**src/rtl/elm_pkg.sv**
```systemverilog
// Package for the ELM hidden-layer sequencer.
// Holds the sequencer state enum and the default index width / MAC latency
// shared by the sequencer, its interface and the bench.
package elm_pkg;

  localparam int unsigned ELM_IDX_W   = 4;
  localparam int unsigned ELM_MAC_LAT = 2;

  typedef enum logic [2:0] {
    S_IDLE,
    S_CLEAR,
    S_ACCUM,
    S_BIAS,
    S_DRAIN,
    S_EMIT,
    S_DONE
  } elm_seq_state_t;

endpackage

```
**src/rtl/elm_layer_sequencer_if.sv**
```systemverilog
// Control/handshake bundle between ELM top control, the hidden-layer
// MAC datapath, the activation stage and the layer sequencer.
//   master : sequencer side (drives strobes, indices, act_valid)
//   slave  : environment side (drives start, abort, act_ready)
interface elm_layer_sequencer_if
  import elm_pkg::*;
#(
  parameter int unsigned IDX_W = ELM_IDX_W
);

  logic             start;
  logic             abort;
  logic             busy;
  logic             done;
  logic [IDX_W-1:0] in_idx;
  logic [IDX_W-1:0] hid_idx;
  logic             acc_clr;
  logic             mac_en;
  logic             bias_sel;
  logic             act_valid;
  logic             act_ready;

  modport master (
    input  start, abort, act_ready,
    output busy, done, in_idx, hid_idx, acc_clr, mac_en, bias_sel, act_valid
  );

  modport slave (
    output start, abort, act_ready,
    input  busy, done, in_idx, hid_idx, acc_clr, mac_en, bias_sel, act_valid
  );

endinterface

```
**src/rtl/elm_index_counter.sv**
```systemverilog
// Generic up-counter used for the input and hidden-neuron indices.
// Ports:
//   clk, rst   : clock, synchronous active-high reset
//   en         : advance by one
//   clr        : return to zero (wins over en)
//   term_val   : programmable terminal value
//   count      : current index
//   term       : count equals term_val
module elm_index_counter #(
  parameter int unsigned IDX_W = 4
) (
  input  logic             clk,
  input  logic             rst,
  input  logic             en,
  input  logic             clr,
  input  logic [IDX_W-1:0] term_val,
  output logic [IDX_W-1:0] count,
  output logic             term
);

  always_ff @(posedge clk) begin
    if (rst || clr) begin
      count <= '0;
    end else if (en) begin
      count <= count + IDX_W'(1);
    end
  end

  assign term = (count == term_val);

endmodule

```
**src/rtl/elm_layer_sequencer.sv**
```systemverilog
// Sequencer for one ELM hidden-layer pass: walks the input index per
// neuron, strobes acc_clr / mac_en into the MAC, waits out the MAC
// pipeline, then hands the neuron sum to the activation stage via
// act_valid/act_ready. All outputs are registered.
// Ports:
//   clk, rst : clock, synchronous active-high reset
//   bus      : elm_layer_sequencer_if.master (start, abort, busy, done,
//              in_idx, hid_idx, acc_clr, mac_en, bias_sel, act_valid,
//              act_ready)
// Build option: define ELM_SEQ_BIAS_EN to add a one-cycle BIAS slot after
// the input accumulation (in_idx = N_IN, bias_sel = 1).
module elm_layer_sequencer
  import elm_pkg::*;
#(
  parameter int unsigned N_IN    = 10,
  parameter int unsigned N_HID   = 10,
  parameter int unsigned MAC_LAT = ELM_MAC_LAT,
  parameter int unsigned IDX_W   = ELM_IDX_W
) (
  input logic                   clk,
  input logic                   rst,
  elm_layer_sequencer_if.master bus
);

`ifdef ELM_SEQ_BIAS_EN
  localparam bit BIAS_EN = 1'b1;
`else
  localparam bit BIAS_EN = 1'b0;
`endif

  localparam logic [IDX_W-1:0] IN_LAST    = IDX_W'(N_IN - 1);
  localparam logic [IDX_W-1:0] HID_LAST   = IDX_W'(N_HID - 1);
  localparam logic [2:0]       DRAIN_LAST = (MAC_LAT == 0) ? 3'd0 : 3'(MAC_LAT - 1);
  localparam elm_seq_state_t   POST_MAC   = (MAC_LAT == 0) ? S_EMIT : S_DRAIN;

  elm_seq_state_t state, state_nx;
  logic [2:0]     drain_cnt;
  logic           in_en, in_clr, in_term;
  logic           hid_en, hid_clr, hid_term;

  always_comb begin
    state_nx = state;
    case (state)
      S_IDLE:  if (bus.start) state_nx = S_CLEAR;
      S_CLEAR: state_nx = S_ACCUM;
      S_ACCUM: if (in_term) state_nx = BIAS_EN ? S_BIAS : POST_MAC;
      S_BIAS:  state_nx = POST_MAC;
      S_DRAIN: if (drain_cnt == DRAIN_LAST) state_nx = S_EMIT;
      S_EMIT:  if (bus.act_ready) state_nx = hid_term ? S_DONE : S_CLEAR;
      S_DONE:  state_nx = S_IDLE;
      default: state_nx = S_IDLE;
    endcase
    // abort outranks start and the EMIT handshake
    if (bus.abort && state != S_IDLE) state_nx = S_IDLE;
  end

  // Counters follow the next state so that their value is already correct
  // in the first cycle of CLEAR/IDLE. With the bias slot the last ACCUM
  // step advances in_idx to N_IN for BIAS; otherwise it holds at N_IN-1.
  always_comb begin
    in_clr  = (state_nx == S_IDLE) || (state_nx == S_CLEAR);
    in_en   = (state == S_ACCUM) && (BIAS_EN || !in_term);
    hid_clr = (state_nx == S_IDLE);
    hid_en  = (state == S_EMIT) && bus.act_ready && !hid_term;
  end

  elm_index_counter #(.IDX_W(IDX_W)) u_in_cnt (
    .clk      (clk),
    .rst      (rst),
    .en       (in_en),
    .clr      (in_clr),
    .term_val (IN_LAST),
    .count    (bus.in_idx),
    .term     (in_term)
  );

  elm_index_counter #(.IDX_W(IDX_W)) u_hid_cnt (
    .clk      (clk),
    .rst      (rst),
    .en       (hid_en),
    .clr      (hid_clr),
    .term_val (HID_LAST),
    .count    (bus.hid_idx),
    .term     (hid_term)
  );

  always_ff @(posedge clk) begin
    if (rst) begin
      state         <= S_IDLE;
      drain_cnt     <= '0;
      bus.busy      <= 1'b0;
      bus.done      <= 1'b0;
      bus.acc_clr   <= 1'b0;
      bus.mac_en    <= 1'b0;
      bus.bias_sel  <= 1'b0;
      bus.act_valid <= 1'b0;
    end else begin
      state         <= state_nx;
      drain_cnt     <= (state == S_DRAIN && state_nx == S_DRAIN) ? drain_cnt + 3'd1 : 3'd0;
      bus.busy      <= (state_nx != S_IDLE);
      bus.done      <= (state_nx == S_DONE);
      bus.acc_clr   <= (state_nx == S_CLEAR);
      bus.mac_en    <= (state_nx == S_ACCUM) || (state_nx == S_BIAS);
      bus.bias_sel  <= (state_nx == S_BIAS);
      bus.act_valid <= (state_nx == S_EMIT);
    end
  end

endmodule

```
**src/flat_wrapper.sv**
```systemverilog
// flat-port wrapper written by rule: the top's interface ports become plain ports
module elm_layer_sequencer_flat import elm_pkg::*;
#(
  parameter int unsigned N_IN    = 10,
  parameter int unsigned N_HID   = 10,
  parameter int unsigned MAC_LAT = ELM_MAC_LAT,
  parameter int unsigned IDX_W   = ELM_IDX_W
)
  (clk, rst, bus_start, bus_abort, bus_act_ready, bus_busy, bus_done, bus_in_idx, bus_hid_idx, bus_acc_clr, bus_mac_en, bus_bias_sel, bus_act_valid);
  elm_layer_sequencer_if #(.IDX_W(IDX_W)) bus_i ();
  input logic clk;
  input logic rst;
  input wire logic [$bits(bus_i.start)-1:0] bus_start;
  input wire logic [$bits(bus_i.abort)-1:0] bus_abort;
  input wire logic [$bits(bus_i.act_ready)-1:0] bus_act_ready;
  output wire logic [$bits(bus_i.busy)-1:0] bus_busy;
  output wire logic [$bits(bus_i.done)-1:0] bus_done;
  output wire logic [$bits(bus_i.in_idx)-1:0] bus_in_idx;
  output wire logic [$bits(bus_i.hid_idx)-1:0] bus_hid_idx;
  output wire logic [$bits(bus_i.acc_clr)-1:0] bus_acc_clr;
  output wire logic [$bits(bus_i.mac_en)-1:0] bus_mac_en;
  output wire logic [$bits(bus_i.bias_sel)-1:0] bus_bias_sel;
  output wire logic [$bits(bus_i.act_valid)-1:0] bus_act_valid;
  assign bus_i.start = bus_start;
  assign bus_i.abort = bus_abort;
  assign bus_i.act_ready = bus_act_ready;
  assign bus_busy = bus_i.busy;
  assign bus_done = bus_i.done;
  assign bus_in_idx = bus_i.in_idx;
  assign bus_hid_idx = bus_i.hid_idx;
  assign bus_acc_clr = bus_i.acc_clr;
  assign bus_mac_en = bus_i.mac_en;
  assign bus_bias_sel = bus_i.bias_sel;
  assign bus_act_valid = bus_i.act_valid;
  elm_layer_sequencer #(.N_IN(N_IN), .N_HID(N_HID), .MAC_LAT(MAC_LAT), .IDX_W(IDX_W)) u_core (.clk(clk), .rst(rst), .bus(bus_i));
endmodule
```
**config.mk**
```make
export PLATFORM = sky130hd
export DESIGN_NAME = elm_layer_sequencer_flat
export DESIGN_NICKNAME = d
export VERILOG_FILES = /design/src/rtl/elm_pkg.sv /design/src/rtl/elm_layer_sequencer_if.sv /design/src/rtl/elm_index_counter.sv /design/src/rtl/elm_layer_sequencer.sv /design/src/flat_wrapper.sv
export SDC_FILE = /design/constraint.sdc
export NUM_CORES = 1
export LEC_CHECK = 0
export CORE_MARGIN = 5
export CORE_UTILIZATION = 53
export DETAILED_ROUTE_END_ITERATION = 12
export MAX_ROUTING_LAYER = met4
export PLACE_DENSITY = 0.84
export SLEW_MARGIN = 10
export SYNTH_ARGS = -nofsm -noshare
export SYNTH_HDL_FRONTEND = slang
export SYNTH_HIERARCHICAL = 1
export SYNTH_SLANG_ARGS = --single-unit
```
**constraint.sdc**
```tcl
create_clock -name clk -period 5.8 [get_ports clk]
set_input_delay 0.87 -clock clk [delete_from_list [all_inputs] [get_ports clk]]
set_output_delay 0.87 -clock clk [all_outputs]
set_load 0.1 [all_outputs]
```
==> impl_results.md <==
* Post-CTS setup buffers at 0
* Die height at approximately 53 microns
* Worst path max stage delay at roughly 1200 ps
* Largest net degree at the start of global routing at 13
* Clock insertion delay at the later pin of the skew report at just over 300 ps
* Synth area leaders: dfxtp_1, xor2_1, ha_1, nand3b_1, a21bo_2
* Post-synth EDFFs at 0
* Reg area at 400.4 sq um
* Wire length of the first global-routing pass at roughly 3100 microns
* Adder-cell area share of the yosys netlist at 0.05044
* Synth-to-Final Area Change at 26.61%
* RSZ-0062 raised after global routing: no
* Min cycle time layout at approximately 2800 ps
* Setup TNS at 0 ps
* Register area share after synthesis at 0.4035
* Root Buffer: clkbuf_4
* XOR/XNOR Fraction of Synth Area at 0.09710
* MaxCap Viol Count at 0
* R2r worst-path depth at 7
* Core area at roughly 1700 sq um
* WP buf/inv at 1
* Ys Warns at 6
* Synth Area in Compound Gates at 0.1198
* #FFs+latches synth at 20
* DRT iter0 DRCs at 9
* Sw frac at 0.2625
* Final Skew at roughly 1.8 ps
* DRT Pass-1 Iters at 5
* Pwr Total at 0.0002586 W
* Flop pwr share at 0.550
* Routed Antenna Nets at 0
* Largest delay share family, worst path: buffers and inverters
* I/O Pins at 19
* Worst hold path type: reg -> reg
* Routed len/inst at approximately 12 microns
* All-Layer GR Usage at 0.1567
* H-tree depth at 1
* Crit end category: output pin
* Initial antenna violation count at 0
* Via Count at roughly 820
* Async SR Flop Fraction at 0
* Cell Chain, Critical Path: clkdlybuf4s50_1
* Synth Area in Simple Gates at 0.2573
* Initial Utilization at 0.5685
* Detail Placement HPWL at 1425 microns
* Clk pwr share at 0.309
* Hold Path Stages at 1
* Worst setup SP type: flop
* Distinct cells, synth at 38
* Vias per cell at about 5.3
* CTS buffer count at 3
* Max-slew violations at 0
* Capturing point of the worst reg2reg path: u_core/u_hid_cnt/count[3]
* CP max stage cell: clkdlybuf4s50_1
* CP required at 4930 ps
* Die area at about 2800 sq um
* Worst VDD drop at 0.2106 mV
* Status: finished, final reports clean
* Primary FF master, synth: dfxtp_1
* Post-route DRC at 0
* Vias in the first global route at ~760
* CTS Sinks at 20
* P_sw at 0.00006790 W
* Clk slew on worst S/H paths at around 100 ps
* Largest family of logic cells by synthesized area: simple AND/OR/NAND/NOR gates
* Worst-Margin Slew at a little under 1000 ps
* Post-CTS sizing at 0
* Total Wirelength at about 1900 microns
* Synth cell count leaders: dfxtp_1, nor2_1, xor2_1, nand3b_1, ha_1
* Critical path depth at 1
* Count leader, synth: dfxtp_1
* Leakage Power at between 0.4 and 0.5 nW
* Slew headroom at 0.3437
* Synth area leader: dfxtp_1
* Comb power frac at 0.141
* Global placement routability congestion at roughly 0.74
* # rows at 15
* N_diodes at 0
* Share of cells above drive strength 1 at 0.1008
* FF-to-FF Start: u_core/u_hid_cnt/count[0]
* Setup violations, final at 0
* CTS max path bufs at 2
* Avg Inst Size Synth at between 9 and 10 sq um
* Multi-input gate area at roughly 600 sq um
* Pwr/cell area at roughly 200 nW/um^2
* Fin. Hold Viols at 0
* Syn Std Cell Area at 992.2 sq um
* Total congestion overflow at 0
* CP Class: reg -> out
* I/O Buffers at 18
* Syn Inst Count at about 100
* Yosys top cell area share at 0.4035
* Worst setup path startpoint: u_core/u_hid_cnt/count[0]
* Setup slack, reg-to-reg at around 3600 ps
* CTS tree: done
* Max Clock Freq at ~360 MHz
* Hold buffer count at cts at 0
* Mux contribution to synthesized area at 0.04288
* Crit path DAT at roughly 1900 ps
* Setup crit end: bus_hid_idx[0]
* Final #Nets at roughly 140
* Die X at ~53 microns
* Internal power at about 0.00019 W
* Crit path max fanout at 5
* Final Cycle Share at 0.4838
* Fillers at approximately 140
per-stage QoR:
step                hold slack, ps  instance area (sq um)  cells  utilization  worst slack (ps)
floorplan                    421.5                   1018    109            -              3149
global placement             435.4                   1220    150       0.6989              3292
detailed placement           450.0                   1220    150       0.6989              3266
CTS                          471.1                   1256    154       0.7197              2979
global route                 489.9                   1256    154       0.7197              2931
finish                       464.4                   1256    154       0.7197              2994
layout by cell type, fill, tap and decap left out, types with 3 or more instances in the layout:
master / Yosys / layout
xor2_1: 8 / 8
ha_1: 4 / 4
xnor2_1: 3 / 3
nor2_1: 8 / 8
a21bo_2: 3 / 3
dfxtp_1: 20 / 20
clkdlybuf4s50_1: 0 / 18
clkbuf_4: 0 / 3
conb_1: 2 / 9
a21oi_1: 3 / 3
nor3_1: 3 / 3
nand3b_1: 5 / 5
o21ai_0: 3 / 3
inv_1: 3 / 3
nor3b_1: 3 / 3
nor4_1: 3 / 3
registers in the layout, indices dropped and copies added, names as in the netlist:
name                    flops
u_core/bus.acc_clr          1
u_core/u_in_cnt/count       4
u_core/bus.done             1
u_core/bus.act_valid        1
u_core/bus.bias_sel         1
u_core/state                3
u_core/u_hid_cnt/count      4
u_core/bus.mac_en           1
u_core/drain_cnt            3
u_core/bus.busy             1
power by group through the flow:
| stage | Clock (W) | Combinational, W | Sequential, W |
|---|---|---|---|
| detailed placement | 0 | 0.0000360 | 0.000145 |
| global placement | 0 | 0.0000356 | 0.000145 |
| finish | 0.0000800 | 0.0000364 | 0.000142 |
| global route | 0.0000916 | 0.0000386 | 0.000143 |
| floorplan | 0 | 0.0000148 | 0.000156 |
| CTS | 0.0000841 | 0.0000363 | 0.000142 |
metal layers:
layer  track usage  wire length [microns]
met1        0.1658                    768
met2        0.2612                    980
met3       0.05070                     82
met4       0.07660                     43
met5             -                      0
area by class of cell:
type | count | area share
multi-input combinational | 84 | 0.4751
sequential | 20 | 0.3187
tap | 25 | 0.02490
inverter | 3 | 0.008964
timing repair buffer | 18 | 0.1434
clock buffer | 4 | 0.02888
how the worst min path moves through the flow:
stage | start | end | slack (ps)
4_1_cts | u_core/drain_cnt[0] | u_core/drain_cnt[0] | 470
6_report | u_core/drain_cnt[0] | u_core/drain_cnt[0] | 460
3_3_place_gp | u_core/drain_cnt[0] | u_core/drain_cnt[0] | 440
5_1_grt | u_core/drain_cnt[0] | u_core/drain_cnt[0] | 490
3_5_place_dp | u_core/drain_cnt[0] | u_core/drain_cnt[0] | 450
2_1_floorplan | u_core/drain_cnt[0] | u_core/drain_cnt[0] | 420
cells by family after synthesis:
logic type                 count (synthesis)
and+or+nand+nor                           39
DFF                                       20
AOI/OAI and AO/OA                         17
xor gates and xnor gates                  11
buffers and inverters                      5
adders and majority gates                  4
muxes                                      4
other                                      2
No activity file was read; power rests on OpenSTA's default activity.
